**src/rtl/pc_redirect_ctrl_pkg.sv**
```systemverilog
// Shared definitions for the PC redirect controller: state and cause encodings,
// per-cause flush masks and the default boot PC.
package pc_redirect_ctrl_pkg;

  typedef enum logic [1:0] {
    ST_BOOT  = 2'd0,
    ST_IDLE  = 2'd1,
    ST_DRAIN = 2'd2,
    ST_HOLD  = 2'd3
  } state_t;

  // Numeric value is the priority; CAUSE_NONE marks the boot redirect.
  typedef enum logic [1:0] {
    CAUSE_NONE   = 2'd0,
    CAUSE_BJU    = 2'd1,
    CAUSE_FENCEI = 2'd2,
    CAUSE_TRAP   = 2'd3
  } cause_t;

  localparam logic [63:0] RESET_PC_DEFAULT = 64'h0000_0000_8000_0000;

  // bit0 = IF/ID flush, bit1 = ID/EX flush
  function automatic logic [1:0] flush_mask(input cause_t c);
    logic [1:0] m;
    case (c)
      CAUSE_BJU:    m = 2'b01;
      CAUSE_FENCEI: m = 2'b11;
      CAUSE_TRAP:   m = 2'b11;
      default:      m = 2'b00;
    endcase
    return m;
  endfunction

endpackage

```
**src/rtl/pc_redirect_ctrl_perf_cnt.sv**
```systemverilog
// Per-cause redirect counters and dropped-response counter; only instantiated
// when REDIRECT_PERF_EN is defined. All counters wrap at 2^XLEN.
module redirect_perf_cnt
  import pc_redirect_ctrl_pkg::*;
#(
  parameter int XLEN = 64
) (
  input  logic            clk,
  input  logic            rst,
  input  logic            latch_en,
  input  logic [1:0]      latch_cause,
  input  logic            drop_event,
  output logic [XLEN-1:0] perf_bju_cnt,
  output logic [XLEN-1:0] perf_trap_cnt,
  output logic [XLEN-1:0] perf_fencei_cnt,
  output logic [XLEN-1:0] perf_drop_cnt
);

  localparam logic [XLEN-1:0] ONE = XLEN'(1);

  // Count accepted redirects by cause and cycles where a response was discarded.
  always_ff @(posedge clk) begin
    if (rst) begin
      perf_bju_cnt    <= '0;
      perf_trap_cnt   <= '0;
      perf_fencei_cnt <= '0;
      perf_drop_cnt   <= '0;
    end else begin
      if (latch_en) begin
        case (cause_t'(latch_cause))
          CAUSE_BJU:    perf_bju_cnt    <= perf_bju_cnt + ONE;
          CAUSE_FENCEI: perf_fencei_cnt <= perf_fencei_cnt + ONE;
          CAUSE_TRAP:   perf_trap_cnt   <= perf_trap_cnt + ONE;
          default:      perf_bju_cnt    <= perf_bju_cnt;
        endcase
      end
      if (drop_event) begin
        perf_drop_cnt <= perf_drop_cnt + ONE;
      end
    end
  end

endmodule

```
**src/rtl/pc_redirect_ctrl.sv**
```systemverilog
// Front-end PC redirect sequencer: arbitrates trap > fence.i > branch, flushes the
// pipeline, drains stale fetches and offers the target to IF. Optional REDIRECT_PERF_EN.
module pc_redirect_ctrl
  import pc_redirect_ctrl_pkg::*;
#(
  parameter int              XLEN     = 64,
  parameter logic [XLEN-1:0] RESET_PC = XLEN'(RESET_PC_DEFAULT)
) (
  input  logic            clk,
  input  logic            rst,
  input  logic            bju_pc_b_j,
  input  logic [XLEN-1:0] bju_dnpc,
  input  logic            trap_valid,
  input  logic [XLEN-1:0] trap_pc,
  input  logic            fencei_valid,
  input  logic [XLEN-1:0] fencei_pc,
  input  logic            fetch_inflight,
  input  logic            fetch_rsp_valid,
  input  logic            redirect_ready,
  output logic            redirect_valid,
  output logic [XLEN-1:0] redirect_pc,
  output logic            flush_if_id,
  output logic            flush_id_ex,
  output logic            drop_rsp,
  output logic            busy
`ifdef REDIRECT_PERF_EN
  ,
  output logic [XLEN-1:0] perf_bju_cnt,
  output logic [XLEN-1:0] perf_trap_cnt,
  output logic [XLEN-1:0] perf_fencei_cnt,
  output logic [XLEN-1:0] perf_drop_cnt
`endif
);

  state_t          state;
  cause_t          cause;
  cause_t          sel_cause;
  logic [XLEN-1:0] sel_target;
  logic            latch_en;
  logic [1:0]      sel_mask;

  // Pick the candidate cause; branches only count when nothing is in flight.
  always_comb begin
    sel_cause = CAUSE_NONE;
    if (trap_valid) begin
      sel_cause = CAUSE_TRAP;
    end else if (fencei_valid) begin
      sel_cause = CAUSE_FENCEI;
    end else if (bju_pc_b_j && (state == ST_IDLE)) begin
      sel_cause = CAUSE_BJU;
    end else begin
      sel_cause = CAUSE_NONE;
    end
  end

  // Decide whether the candidate is latched and which target it carries.
  always_comb begin
    latch_en = 1'b0;
    case (state)
      ST_IDLE:  latch_en = (sel_cause != CAUSE_NONE);
      ST_DRAIN: latch_en = (sel_cause > cause);
      ST_HOLD:  latch_en = (sel_cause > cause);
      default:  latch_en = 1'b0;
    endcase
    case (sel_cause)
      CAUSE_TRAP:   sel_target = trap_pc;
      CAUSE_FENCEI: sel_target = fencei_pc;
      CAUSE_BJU:    sel_target = bju_dnpc;
      default:      sel_target = '0;
    endcase
    sel_mask = flush_mask(sel_cause);
  end

  assign drop_rsp = (state == ST_DRAIN);

  // Redirect FSM with registered handshake, target, flush and busy outputs.
  always_ff @(posedge clk) begin
    if (rst) begin
      state          <= ST_BOOT;
      cause          <= CAUSE_NONE;
      redirect_valid <= 1'b0;
      redirect_pc    <= RESET_PC;
      flush_if_id    <= 1'b0;
      flush_id_ex    <= 1'b0;
      busy           <= 1'b1;
    end else begin
      flush_if_id <= latch_en & sel_mask[0];
      flush_id_ex <= latch_en & sel_mask[1];
      if (latch_en) begin
        redirect_pc <= sel_target;
        cause       <= sel_cause;
      end
      case (state)
        ST_BOOT: begin
          state          <= ST_HOLD;
          cause          <= CAUSE_NONE;
          redirect_pc    <= RESET_PC;
          redirect_valid <= 1'b1;
          busy           <= 1'b1;
        end
        ST_IDLE: begin
          if (latch_en) begin
            busy <= 1'b1;
            if (fetch_inflight && !fetch_rsp_valid) begin
              state          <= ST_DRAIN;
              redirect_valid <= 1'b0;
            end else begin
              state          <= ST_HOLD;
              redirect_valid <= 1'b1;
            end
          end else begin
            redirect_valid <= 1'b0;
            busy           <= 1'b0;
          end
        end
        ST_DRAIN: begin
          if (fetch_rsp_valid) begin
            state          <= ST_HOLD;
            redirect_valid <= 1'b1;
          end
        end
        ST_HOLD: begin
          // A new winner accepted alongside the handshake must drain the fetch IF just issued.
          if (redirect_ready) begin
            redirect_valid <= 1'b0;
            if (latch_en) begin
              state <= ST_DRAIN;
              busy  <= 1'b1;
            end else begin
              state <= ST_IDLE;
              busy  <= 1'b0;
            end
          end
        end
        default: begin
          state          <= ST_BOOT;
          redirect_valid <= 1'b0;
          busy           <= 1'b1;
        end
      endcase
    end
  end

`ifdef REDIRECT_PERF_EN
  redirect_perf_cnt #(.XLEN(XLEN)) u_perf (
    .clk             (clk),
    .rst             (rst),
    .latch_en        (latch_en),
    .latch_cause     (sel_cause),
    .drop_event      (drop_rsp & fetch_rsp_valid),
    .perf_bju_cnt    (perf_bju_cnt),
    .perf_trap_cnt   (perf_trap_cnt),
    .perf_fencei_cnt (perf_fencei_cnt),
    .perf_drop_cnt   (perf_drop_cnt)
  );
`endif

endmodule

```
**config.mk**
```make
export PLATFORM = sky130hd
export DESIGN_NAME = pc_redirect_ctrl
export DESIGN_NICKNAME = d
export VERILOG_FILES = /design/src/rtl/pc_redirect_ctrl_pkg.sv /design/src/rtl/pc_redirect_ctrl_perf_cnt.sv /design/src/rtl/pc_redirect_ctrl.sv
export SDC_FILE = /design/constraint.sdc
export NUM_CORES = 1
export LEC_CHECK = 0
export ABC_CLOCK_PERIOD_IN_PS = 3000
export CAP_MARGIN = 0
export CORE_MARGIN = 2
export CORE_UTILIZATION = 27
export CTS_BUF_LIST = sky130_fd_sc_hd__clkbuf_16
export DETAILED_ROUTE_END_ITERATION = 6
export MAX_ROUTING_LAYER = met4
export PLACE_DENSITY = 0.7
export SYNTH_ARGS = -nofsm -noshare
export SYNTH_HDL_FRONTEND = slang
export SYNTH_HIERARCHICAL = 1
export SYNTH_SLANG_ARGS = --single-unit
```
**constraint.sdc**
```tcl
create_clock -name clk -period 3 [get_ports clk]
set_clock_uncertainty 0.2 [all_clocks]
set_input_delay 0.6 -clock clk [delete_from_list [all_inputs] [get_ports clk]]
set_output_delay 0.6 -clock clk [all_outputs]
set_load 0.02 [all_outputs]
```
After elaboration in Yosys (flattened, before gate mapping):

Cells that the tools add are included.

* output and inout bits: 69
* bits in latches: 0
* ROM bits: 0
* memories: 0
* input port bits: 200
* logic and storage cells: 51
* register bits: 72
* bits in writable memories: 0

* bitwise operators: 2
* order comparisons: 1
* shift operators: 0
* divide/modulo/power cells: 0
* multiplexer cells: 20
* reductions and logical operators: 12
* equal/unequal tests: 9
* $add $sub $neg: 0
* multiply operators: 0

Operator list (number)
* 64-bit one-hot mux with 3 select lines: 1
* 2-bit two-way mux: 6
* 2-bit equality test, second input constant: 4
* 1-bit two-way mux: 8
* 2-bit one-hot mux with 4 select lines: 1
* 2-bit != test, second input constant: 3
* 2-bit OR reduction: 3
* 2-bit by 1-bit equality test with 1-bit output, second input constant: 2
* 1-bit one-hot mux with 4 select lines: 1
* 2-bit one-hot mux with 2 select lines: 1
* 2-bit AND reduction: 2
* 1-bit one-hot mux with 3 select lines: 1
* 3-bit AND reduction: 1
* 3-bit nonzero test: 1
* 1-bit AND: 2
* 2-bit greater-than comparator: 1
* 1-bit logical AND: 2
* 2-bit logical NOT: 1
* 1-bit one-hot mux with 2 select lines: 1
* 2-bit nonzero test: 1
* 1-bit logical NOT: 1

Depth between registers and ports, before layout:

* word-level depth: 10
* gate-level depth with buffers: 10
* depth with buffers taken out: 8

Worst setup path after synthesis:

No wires, ideal clock.

* path type: input to register
* start: input trap_valid
* end: register redirect_pc[12]
* data arrival time: 2.212 ns
* stages on the path: 8
* path buffers: 1
* library setup time: 0.070 ns
* data required time: 2.730 ns
* path slack: 0.517 ns
* cell sequence: nor2_2 inv_2 ha_1 nor2b_1 o211a_2 nor3_4 buf_4 o2bb2ai_1

* cells in the longest elaborated chain, start to end: 3
* elaborated cells between the ends (all ways): 8
* those cells by class: order compare: 1; eq/ne: 3; mux: 3; reduce/logical: 1

Ends and longest elaborated chain
* from (decl): RTL line pc_redirect_ctrl.sv:13 `input logic trap_valid,`
* 2-bit two-way mux (*): RTL line pc_redirect_ctrl.sv:45 `if (trap_valid) begin`
* net sel_cause[1]: RTL line pc_redirect_ctrl.sv:37 `cause_t sel_cause;`
* 2-bit greater-than comparator (tied with other cells): RTL line pc_redirect_ctrl.sv:61, pc_redirect_ctrl.sv:62
* 1-bit one-hot mux with 2 select lines / 64-bit one-hot mux with 3 select lines (equally long branches): RTL line pc_redirect_ctrl.sv:59, pc_redirect_ctrl.sv:65
* to (signal assigned): RTL line pc_redirect_ctrl.sv:90 `redirect_pc <= sel_target;`
* to (decl): RTL line pc_redirect_ctrl.sv:21 `output logic [XLEN-1:0] redirect_pc,`

The timed path passes the listed nets; every way through them passes the cells marked *.
A chain may end at the register's enable or synchronous reset.

Worst setup path after layout:

* start: input fencei_valid
* end: register redirect_pc[48]

* cells in the longest elaborated chain, start to end: 4
* elaborated cells between the ends (all ways): 9
* those cells by class: order compare: 1; eq/ne: 3; mux: 4; reduce/logical: 1

Ends and longest elaborated chain
* from (decl): RTL line pc_redirect_ctrl.sv:15 `input logic fencei_valid,`
* 2-bit two-way mux (*): RTL line pc_redirect_ctrl.sv:47 `end else if (fencei_valid) begin`
* 2-bit two-way mux (*): RTL line pc_redirect_ctrl.sv:45
* net sel_cause[1]: RTL line pc_redirect_ctrl.sv:37
* 2-bit greater-than comparator (tied with other cells): RTL line pc_redirect_ctrl.sv:61, pc_redirect_ctrl.sv:62
* 1-bit one-hot mux with 2 select lines / 64-bit one-hot mux with 3 select lines (equally long branches): RTL line pc_redirect_ctrl.sv:59, pc_redirect_ctrl.sv:65

Marked as above.

==> impl_metrics.json <==
{
  "synth_cell_types": 30,
  "cts_tree": "built",
  "wl_per_cell_um": 17.6,
  "holdCritStartpoint": "redirect_pc[32]$_SDFFE_PP0P_",
  "antenna_found_initial": 0,
  "netlist_instances": 284,
  "grt_overflow_total": 0,
  "hpwlAfterDp_um": 9180,
  "slew-limit-headroom_pct": 71.1,
  "tightest_slew_ns": 0.434,
  "drt_first_pass_iters": 7,
  "syn-cell-area_sq_mm": 0.00313,
  "clkPwrFrac_pct": 35.0,
  "port_buffers": 268,
  "setup_viol": 0,
  "cp-start-kind": "primary input",
  "peakVddDrop_uv": 300,
  "met2_length_um": 6040,
  "antenna_cells": 0,
  "power.density_mw_per_mm2": 466,
  "regArea_sq_mm": 0.00144,
  "insertion_delay_ns": 0.32,
  "cts_root_buffer": "clkbuf_16",
  "status": "complete, no violations",
  "placementRows": 39,
  "multiInputGateArea_sq_mm": 0.00151,
  "p_seq_share_pct": 36.7,
  "cts_buffer_depth": 2,
  "r2r_end": "redirect_pc[48]$_SDFFE_PP0P_",
  "required_ns": 3.05,
  "grtUsageTotal_pct": 19.3,
  "fin_tns_setup_ns": 0,
  "synth_seq_cells": 72,
  "drt-met1-wl_um": 4830,
  "post-synth-top-area-cell": "dfxtp_1",
  "ioPinCount": 269,
  "intPower_uw": 2140,
  "vias_per_cell": 5.50,
  "synth_area_per_cell_sq_um": 11.0,
  "power_frac_comb_pct": 28.2,
  "nFillCells": 1018,
  "gp_congestion": 0.822,
  "core_sq_mm": 0.0114,
  "syn_to_final_growth_pct": 101,
  "fin_nets": 745,
  "die_h_um": 112,
  "top_layer_used": "met4",
  "cp.arrival_ns": 2.64,
  "switchingPower_uw": 781,
  "ctsResizeCount": 0,
  "ant_nets": 0,
  "dieWidth_um": 112,
  "cts.sinks": 72,
  "end_kind": "flip-flop",
  "yosys_warnings": 6,
  "wl_met3_um": 1100,
  "fin_area_sq_mm": 0.00628,
  "yosys.area.top_type_share_pct": 46.1,
  "hold_class": "reg -> reg",
  "min_period_ns": 2.59,
  "htreeDepth": 3,
  "drv_slew": 0,
  "cap_violations": 0,
  "numCtsBuffers": 9,
  "holdWs_ns": 0.258,
  "drc_errors": 0,
  "drt_iter0_markers": 327,
  "finalCritPeriodShare_pct": 86.3,
  "synth_edf_count": 0,
  "r2r_slack_ns": 0.67,
  "drive_gt1_share_pct": 7.12,
  "r2r-start": "state[1]$_SDFFE_PP0P_",
  "leakagePower_uw": 0.00216,
  "first_global_vias": 3861,
  "critPathKind": "in -> reg",
  "synth_nets": 486,
  "yosysSeqAreaShare_pct": 46.1,
  "finalHoldViolations": 0,
  "swShare_pct": 26.7,
  "hold_depth": 1,
  "synthFlopType": "dfxtp_1",
  "worst-path-max-fanout": 35,
  "reg2regPathDepth": 9,
  "hold_buffers": 0,
  "async_reset_ff_share_pct": 0,
  "initial_core_util_pct": 27.5,
  "max_freq_ghz": 0.386,
  "drt_wl_total_um": 12200,
  "clk_pin_slew_ns": 0.06,
  "vias": 3801,
  "min_to": "redirect_pc[32]$_SDFFE_PP0P_",
  "grt_pass1_wl_um": 19200,
  "cts_setup_buffers": 0,
  "grt_max_degree": 39,
  "place_area_sq_mm": 0.00599,
  "rsz0062_at_grt": "false",
  "synth_area_leaders": "dfxtp_1 46%, a222oi_1 20%, o2bb2ai_1 18%",
  "die_area_sq_mm": 0.0125
}
critical path, cell delays in order:
cell and delay (ns):
clkdlybuf4s50_1 0.46, nor2_2 0.14, inv_2 0.05, ha_1 0.28, nor2b_1 0.15, o211a_2 0.29, nor3_4 0.27, buf_12 0.23
o2bb2ai_1 0.14
sequential cells by signal, indices dropped and copies added (netlist names):
register        count
redirect_valid      1
flush_if_id         1
busy                1
cause               2
flush_id_ex         1
state               2
redirect_pc        64
how the worst max path moves through the flow:
stage / startpoint / end / cells after the start
floorplan: trap_valid / redirect_pc[12]$_SDFFE_PP0P_ / 8
global placement: fencei_valid / redirect_pc[45]$_SDFFE_PP0P_ / 9
detailed placement: fencei_valid / redirect_pc[48]$_SDFFE_PP0P_ / 9
CTS: fencei_valid / redirect_pc[48]$_SDFFE_PP0P_ / 9
global route: bju_pc_b_j / redirect_pc[38]$_SDFFE_PP0P_ / 10
finish: fencei_valid / redirect_pc[48]$_SDFFE_PP0P_ / 9
per-stage QoR:
stage	total power [uW]	cells	utilization, %	setup WS, ns
finish	2920	691	55.2	0.410
global route	3060	691	55.2	0.270
CTS	2950	691	55.2	0.421
detailed placement	1920	675	52.7	0.0767
global placement	1910	675	52.7	0.162
floorplan	1430	284	-	0.517
routing by layer:
layer | vias up | track usage (%)
met5 | - | -
met4 | 0 | 5.84
met3 | 23 | 4.63
met2 | 219 | 33.0
met1 | 1791 | 22.4
li1 | 1768 | -
power by group through the flow:
stage	logic, uW	registers, uW	clock network, uW
2_1_floorplan	260	1170	0
3_3_place_gp	814	1090	0
3_5_place_dp	827	1090	0
4_1_cts	829	1070	1050
5_1_grt	877	1080	1110
6_report	825	1070	1020
Yosys cell counts, types with 2 or more instances:
master	count
o2bb2ai_1	63
buf_2	8
a211oi_1	3
a21oi_1	4
nor2_1	8
dfxtp_1	72
ha_1	2
inv_1	5
clkbuf_1	20
nand2_1	4
buf_4	6
nor3_1	5
a222oi_1	64
nor2b_1	3
o21ai_0	2
cells by family (layout without fill, tap and decap cells):
family / count (synthesis) / in the layout / share of synthesized area [%]
flip-flops: 72 / 72 / 46.1
buffers and inverters: 40 / 304 / 5.84
AO/OA/AOI/OAI: 145 / 145 / 42.9
adder cells (fa/ha/maj): 2 / 2 / 0.800
AND/OR/NAND/NOR: 25 / 25 / 4.36
cell type report:
type	count	share of cell area [%]
Clock buffer	9	3.59
Clock inverter	7	1.02
Inverter	6	0.359
Multi-Input combinational cell	172	24.1
Sequential cell	72	23.0
Tap cell	143	2.85
Timing Repair Buffer	282	45.1
cells in the final DEF (no fill, tap or decap), types with 2 or more instances in the layout:
cell type / synthesis / layout
a211oi_1: 3 / 3
nor3_1: 5 / 5
ha_1: 2 / 2
nand2_1: 4 / 4
clkinv_2: 0 / 2
a21oi_1: 4 / 4
dfxtp_1: 72 / 72
inv_1: 5 / 6
a222oi_1: 64 / 64
o2bb2ai_1: 63 / 63
clkdlybuf4s50_1: 0 / 267
nor2b_1: 3 / 2
clkbuf_16: 0 / 9
o21ai_0: 2 / 2
buf_12: 0 / 4
buf_4: 6 / 10
nor2_1: 8 / 8
(Power assumes the default switching activity.)
